### src/rtl/regfile_dump_reader_pkg.sv
// Shared definitions for the register-file dump reader: default widths
// (matching RegisterFile_32Bit) and the sweep FSM state encoding.
package regfile_dump_reader_pkg;

  localparam int DATA_W_DEF = 32;
  localparam int ADDR_W_DEF = 5;

  typedef enum logic [2:0] {
    ST_IDLE   = 3'd0,
    ST_READ   = 3'd1,
    ST_EMIT_A = 3'd2,
    ST_EMIT_B = 3'd3,
    ST_DONE   = 3'd4
  } state_e;

  function automatic logic is_emit(input state_e s);
    return (s == ST_EMIT_A) || (s == ST_EMIT_B);
  endfunction

endpackage

### src/rtl/regfile_dump_reader.sv
// Sweeps both register-file read ports over regs 0..NUM_REGS-1, two per read
// cycle, and streams each register as an {addr,data} beat on a valid/ready port.
module regfile_dump_reader
  import regfile_dump_reader_pkg::*;
#(
  parameter int DATA_W   = DATA_W_DEF,
  parameter int ADDR_W   = ADDR_W_DEF,
  parameter int NUM_REGS = 32
) (
  input  logic              clk,
  input  logic              rst_n,
  input  logic              start,
  input  logic              abort,
  output logic              busy,
  output logic              done,
  output logic [ADDR_W-1:0] AddrA,
  output logic [ADDR_W-1:0] AddrB,
  input  logic [DATA_W-1:0] DataA,
  input  logic [DATA_W-1:0] DataB,
  output logic              out_valid,
  input  logic              out_ready,
  output logic [ADDR_W-1:0] out_addr,
  output logic [DATA_W-1:0] out_data
);

  // One extra pointer bit so ptr+2 cannot wrap when NUM_REGS == 2**ADDR_W
  localparam logic [ADDR_W:0] LP_NUM = (ADDR_W+1)'(NUM_REGS);
  localparam logic [ADDR_W:0] LP_ONE = (ADDR_W+1)'(1);
  localparam logic [ADDR_W:0] LP_TWO = (ADDR_W+1)'(2);

  state_e            r_state;
  state_e            w_state_nxt;
  logic [ADDR_W:0]   r_ptr;
  logic [ADDR_W:0]   w_ptr_nxt;
  logic [ADDR_W:0]   w_ptr_p1;
  logic [ADDR_W:0]   w_ptr_p2;
  logic [ADDR_W:0]   w_nptr_p1;
  logic [DATA_W-1:0] r_bufB;
  logic [DATA_W-1:0] w_bufB_nxt;
  logic              r_busy;
  logic              r_done;
  logic              r_valid;
  logic [ADDR_W-1:0] r_addrA;
  logic [ADDR_W-1:0] r_addrB;
  logic [ADDR_W-1:0] r_oaddr;
  logic [DATA_W-1:0] r_odata;
  logic              w_busy_nxt;
  logic              w_done_nxt;
  logic              w_valid_nxt;
  logic [ADDR_W-1:0] w_addrA_nxt;
  logic [ADDR_W-1:0] w_addrB_nxt;
  logic [ADDR_W-1:0] w_oaddr_nxt;
  logic [DATA_W-1:0] w_odata_nxt;
  logic              w_hs;

  assign w_hs      = r_valid & out_ready;
  assign w_ptr_p1  = r_ptr + LP_ONE;
  assign w_ptr_p2  = r_ptr + LP_TWO;
  assign w_nptr_p1 = w_ptr_nxt + LP_ONE;

  assign busy      = r_busy;
  assign done      = r_done;
  assign AddrA     = r_addrA;
  assign AddrB     = r_addrB;
  assign out_valid = r_valid;
  assign out_addr  = r_oaddr;
  assign out_data  = r_odata;

  always_ff @(posedge clk or negedge rst_n) begin
    if (!rst_n) begin
      r_state <= ST_IDLE;
      r_ptr   <= '0;
      r_bufB  <= '0;
      r_busy  <= 1'b0;
      r_done  <= 1'b0;
      r_valid <= 1'b0;
      r_addrA <= '0;
      r_addrB <= '0;
      r_oaddr <= '0;
      r_odata <= '0;
    end else begin
      r_state <= w_state_nxt;
      r_ptr   <= w_ptr_nxt;
      r_bufB  <= w_bufB_nxt;
      r_busy  <= w_busy_nxt;
      r_done  <= w_done_nxt;
      r_valid <= w_valid_nxt;
      r_addrA <= w_addrA_nxt;
      r_addrB <= w_addrB_nxt;
      r_oaddr <= w_oaddr_nxt;
      r_odata <= w_odata_nxt;
    end
  end

  // Abort wins over everything, including a handshake in the same cycle
  always_comb begin
    w_state_nxt = r_state;
    w_ptr_nxt   = r_ptr;
    if (r_state != ST_IDLE && abort) begin
      w_state_nxt = ST_IDLE;
    end else begin
      case (r_state)
        ST_IDLE: begin
          if (start && !abort) begin
            w_state_nxt = ST_READ;
            w_ptr_nxt   = '0;
          end
        end
        ST_READ:   w_state_nxt = ST_EMIT_A;
        ST_EMIT_A: begin
          if (w_hs) w_state_nxt = (w_ptr_p1 == LP_NUM) ? ST_DONE : ST_EMIT_B;
        end
        ST_EMIT_B: begin
          if (w_hs) begin
            if (w_ptr_p2 >= LP_NUM) begin
              w_state_nxt = ST_DONE;
            end else begin
              w_state_nxt = ST_READ;
              w_ptr_nxt   = w_ptr_p2;
            end
          end
        end
        ST_DONE:   w_state_nxt = ST_IDLE;
        default:   w_state_nxt = ST_IDLE;
      endcase
    end
  end

  // Outputs are computed from the upcoming state so they can be registered
  always_comb begin
    w_busy_nxt  = (w_state_nxt != ST_IDLE);
    w_done_nxt  = (w_state_nxt == ST_DONE);
    w_valid_nxt = is_emit(w_state_nxt);
    w_addrA_nxt = r_addrA;
    w_addrB_nxt = r_addrB;
    w_oaddr_nxt = r_oaddr;
    w_odata_nxt = r_odata;
    w_bufB_nxt  = r_bufB;
    if (w_state_nxt == ST_READ) begin
      w_addrA_nxt = w_ptr_nxt[ADDR_W-1:0];
      w_addrB_nxt = (w_nptr_p1 == LP_NUM) ? w_ptr_nxt[ADDR_W-1:0] : w_nptr_p1[ADDR_W-1:0];
    end
    if (r_state == ST_READ && w_state_nxt == ST_EMIT_A) begin
      w_oaddr_nxt = r_ptr[ADDR_W-1:0];
      w_odata_nxt = DataA;
      w_bufB_nxt  = DataB;
    end
    if (r_state == ST_EMIT_A && w_state_nxt == ST_EMIT_B) begin
      w_oaddr_nxt = w_ptr_p1[ADDR_W-1:0];
      w_odata_nxt = r_bufB;
    end
  end

endmodule

### config.mk
export PLATFORM = sky130hd
export DESIGN_NAME = regfile_dump_reader
export DESIGN_NICKNAME = d
export VERILOG_FILES = /design/src/rtl/regfile_dump_reader_pkg.sv /design/src/rtl/regfile_dump_reader.sv
export SDC_FILE = /design/constraint.sdc
export NUM_CORES = 1
export LEC_CHECK = 0
export BUFFER_PORTS_ARGS = -buffer_cell sky130_fd_sc_hd__buf_2
export CAP_MARGIN = 25
export CORE_ASPECT_RATIO = 1.2
export CORE_MARGIN = 5
export CORE_UTILIZATION = 47
export DETAILED_ROUTE_END_ITERATION = 7
export PLACE_DENSITY_LB_ADDON = 0.08
export SKIP_LAST_GASP = 1
export SLEW_MARGIN = 20
export SYNTH_ARGS = -nofsm -noshare
export SYNTH_HDL_FRONTEND = slang
export SYNTH_SLANG_ARGS = --single-unit
export TNS_END_PERCENT = 1
### constraint.sdc
create_clock -name clk -period 2.9 [get_ports clk]
set_clock_uncertainty 0.15 [all_clocks]
set_input_delay 0.58 -clock clk [delete_from_list [all_inputs] [get_ports clk]]
set_output_delay 0.58 -clock clk [all_outputs]
set_load 0.005 [all_outputs]
==> flow_summary.ini <==
[clock_network]
cts_tree = built
numCtsBuffers = 9
cts_setup_buffers = 0
cts_htree_levels = 3
clock-sinks = 91
ctsRootBufferMaster = clkbuf_8
clk_pin_slew_ns = 0.09
insertion_delay_ns = 0.35
clk_path_buf_depth = 2

[power]
seq_power_share_pct = 55.7
sw_frac_of_total_pct = 26.5
p_per_area_nw_per_um2 = 607
combPwrFrac_pct = 20.1
p_switching_uw = 821
internal-power_mw = 2.28
leakage_nw = 2.65
clockPowerShare_pct = 24.2
peakVddDrop_uv = 298

[grt]
grt_pass1_vias = 3175
antenna_found_initial = 0
grt_usage_pct = 17.9
grt_pass1_wl_um = 15400
grt_max_degree = 47
grt.overflow.total = 0

[placed_design]
dpl.hpwl_um = 6850
io_buffers = 118
gp_congestion = 0.848
placed_area_um2 = 4930

[run_status]
status = complete, no violations

[logic_synthesis]
avgSynthCellArea_um2 = 12.2
async_flop_share_pct = 100
synth_cell_types = 58
yosys_most_used_dff = dfrtp_1
ys_warn_count = 0
postSynthNetCount = 417
synthCells = 343
synth_edf_count = 0
ys_seq_area_share_pct = 54.3
ys_ff_latch = 91
syn_area_um2 = 4200

[timing]
rsz0062_at_grt = true
maxSlewViolCount = 0
relSlewSlack_pct = 43.4
setup_viol = 0
finalCriticalPeriod_ns = 2.80
period_share_pct = 96.6
tns_ns = 0
finalHoldViolCount = 0
fmax_ghz = 0.357
tightestPinTransition_ns = 0.846

[finish]
post-route-util_pct = 58.9
drive_gt1_share_pct = 41.5
fin_nets = 537
layout_commonest_cell = buf_2
layout.cells.most_common_list = buf_2 (117), dfrtp_1 (91), a21o_1 (34)
diodes = 0
finalInstanceArea_um2 = 5100
area_growth_pct = 21.6

[drt]
antenna_left = 0
wl_um = 9270
drt_first_pass_iters = 4
wire_per_inst_um = 15.9
first_iter_violations = 80
vias_per_cell = 5.36
drc = 0
num_vias = 3132

[floorplan]
start_util_pct = 48.5
core_area_um2 = 8660
num_rows = 37
die-area_um2 = 10900
dieWidth_um = 96.2
io-pin-count = 119
die_h_um = 113

[worst_setup_path]
critPathLaunchType = register
critPathLaunch = r_ptr[1]$_DFF_PN0_
required_ns = 2.99
path_class = reg2reg
path_cells = ha_1 > and3_4 > o22a_1 > nor3_1 > a21oi_1 > inv_1 > ha_1 > a21bo_2 > a2111oi_2 > o31ai_2
crit_top_cell = ha_1
slowest_delay_ns = 0.43
endpoint_kind = register
reg2reg_from = r_ptr[1]$_DFF_PN0_
reg2reg_slack_ns = 0.1
crit_fanout = 5
slowest_stage = dfrtp_1
worst_ep_arrival_time_ns = 2.89

[worst_hold_path]
hold_path_class = in2async

[job]
maxCapViolCount = 0
[routing by layer]
layer	part of all wire [%]	vias to the layer above	track usage, %
li1	-	1520	-
met1	43	1527	23.4
met2	50	79	29.3
met3	6.9	6	4.68
met4	0.74	0	4.55
met5	0	-	0
[path summary, 6_finish.rpt]
path	endpoint	cells past startpoint
setup / recovery	AddrB[4]$_DFFE_PN0N_	10
hold / removal	out_data[1]$_DFFE_PN0P_	1
setup reg to reg	AddrB[4]$_DFFE_PN0N_	10
hold reg to reg	out_data[26]$_DFFE_PN0P_	1
max in group asynchronous	r_bufB[28]$_DFFE_PN0P_	2
min in group clk	r_bufB[17]$_DFFE_PN0P_	2
[per-stage QoR]
step / hold slack [ns] / cells / power [mW] / worst slack (ns)
final: 0.0529 / 584 / 3.10 / 0.0984
after global routing: 0.0854 / 584 / 3.31 / -0.0698
after CTS: 0.0601 / 584 / 3.16 / 0.101
after detailed placement: 0.310 / 569 / 2.39 / 0.109
after global placement: 0.304 / 569 / 2.37 / 0.183
after floorplan: 0.134 / 343 / 2.08 / 0.0140
[cell usage after synthesis (all sizes together), types with 2 or more instances]
cell type | instances | area, um2
nand3 | 9 | 50.1
a21o | 34 | 255
a21oi | 5 | 25.0
or3 | 2 | 17.5
a221oi | 2 | 35.0
and2 | 2 | 12.5
a31oi | 5 | 31.3
o22ai | 2 | 12.5
inv | 8 | 30.0
a2111oi | 3 | 32.5
a221o | 4 | 40.0
o21a | 6 | 45.0
and3 | 3 | 23.8
clkbuf | 3 | 11.3
a22o | 32 | 280
xnor2 | 2 | 17.5
nor2 | 14 | 60.1
buf | 20 | 124
mux2 | 32 | 360
o21ai | 11 | 58.8
ha | 5 | 62.6
dfrtp | 91 | 2280
or2 | 3 | 18.8
nor3b | 2 | 15.0
o211ai | 2 | 15.0
nand2 | 11 | 41.3
nor3 | 6 | 30.0
xor2 | 2 | 17.5
a211oi | 4 | 30.0
nand3b | 2 | 15.0
[final cells by class]
cell class,instances,area (um2)
Clock inverter,4,26.3
Clock buffer,11,141
Multi-Input combinational cell,221,1760
Sequential cell,91,2280
Tap cell,117,146
Timing Repair Buffer,132,723
Fill cell,777,3550
Inverter,8,30.0
[registers in the layout, summed over array words and instances (netlist names)]
signal	flops
out_valid	1
busy	1
done	1
r_state	3
out_addr	5
r_ptr	6
AddrA	5
r_bufB	32
AddrB	5
out_data	32
[cells by family after synthesis]
group,Yosys count,synth area share [%]
xor+xnor,4,0.835
flops,91,54.3
compound gates,119,22.7
buf+inv,31,3.94
simple gates,61,8.20
mux,32,8.59
fa+ha+maj,5,1.49
[critical path: cells and delay by family (launching register included)]
| family | cells | cell delay, ns |
|---|---|---|
| AOI/OAI and AO/OA | 5 | 1.02 |
| adders and majority gates | 2 | 0.51 |
| buffers and inverters | 1 | 0.08 |
| DFF | 1 | 0.43 |
| and+or+nand+nor | 2 | 0.49 |
[timing repair]
action,in CTS,in global routing
hold buffers,0,0
setup endpoints to repair,0,6
gates resized for setup,0,1
[power by group through the flow]
| stage | sequential, mW | clock, mW | combinational (mW) |
|---|---|---|---|
| 2_1_floorplan | 1.74 | 0 | 0.334 |
| 3_3_place_gp | 1.74 | 0 | 0.625 |
| 3_5_place_dp | 1.75 | 0 | 0.639 |
| 4_1_cts | 1.73 | 0.795 | 0.639 |
| 5_1_grt | 1.76 | 0.848 | 0.701 |
| 6_report | 1.72 | 0.751 | 0.622 |
Power figures use the tool's default switching activity.
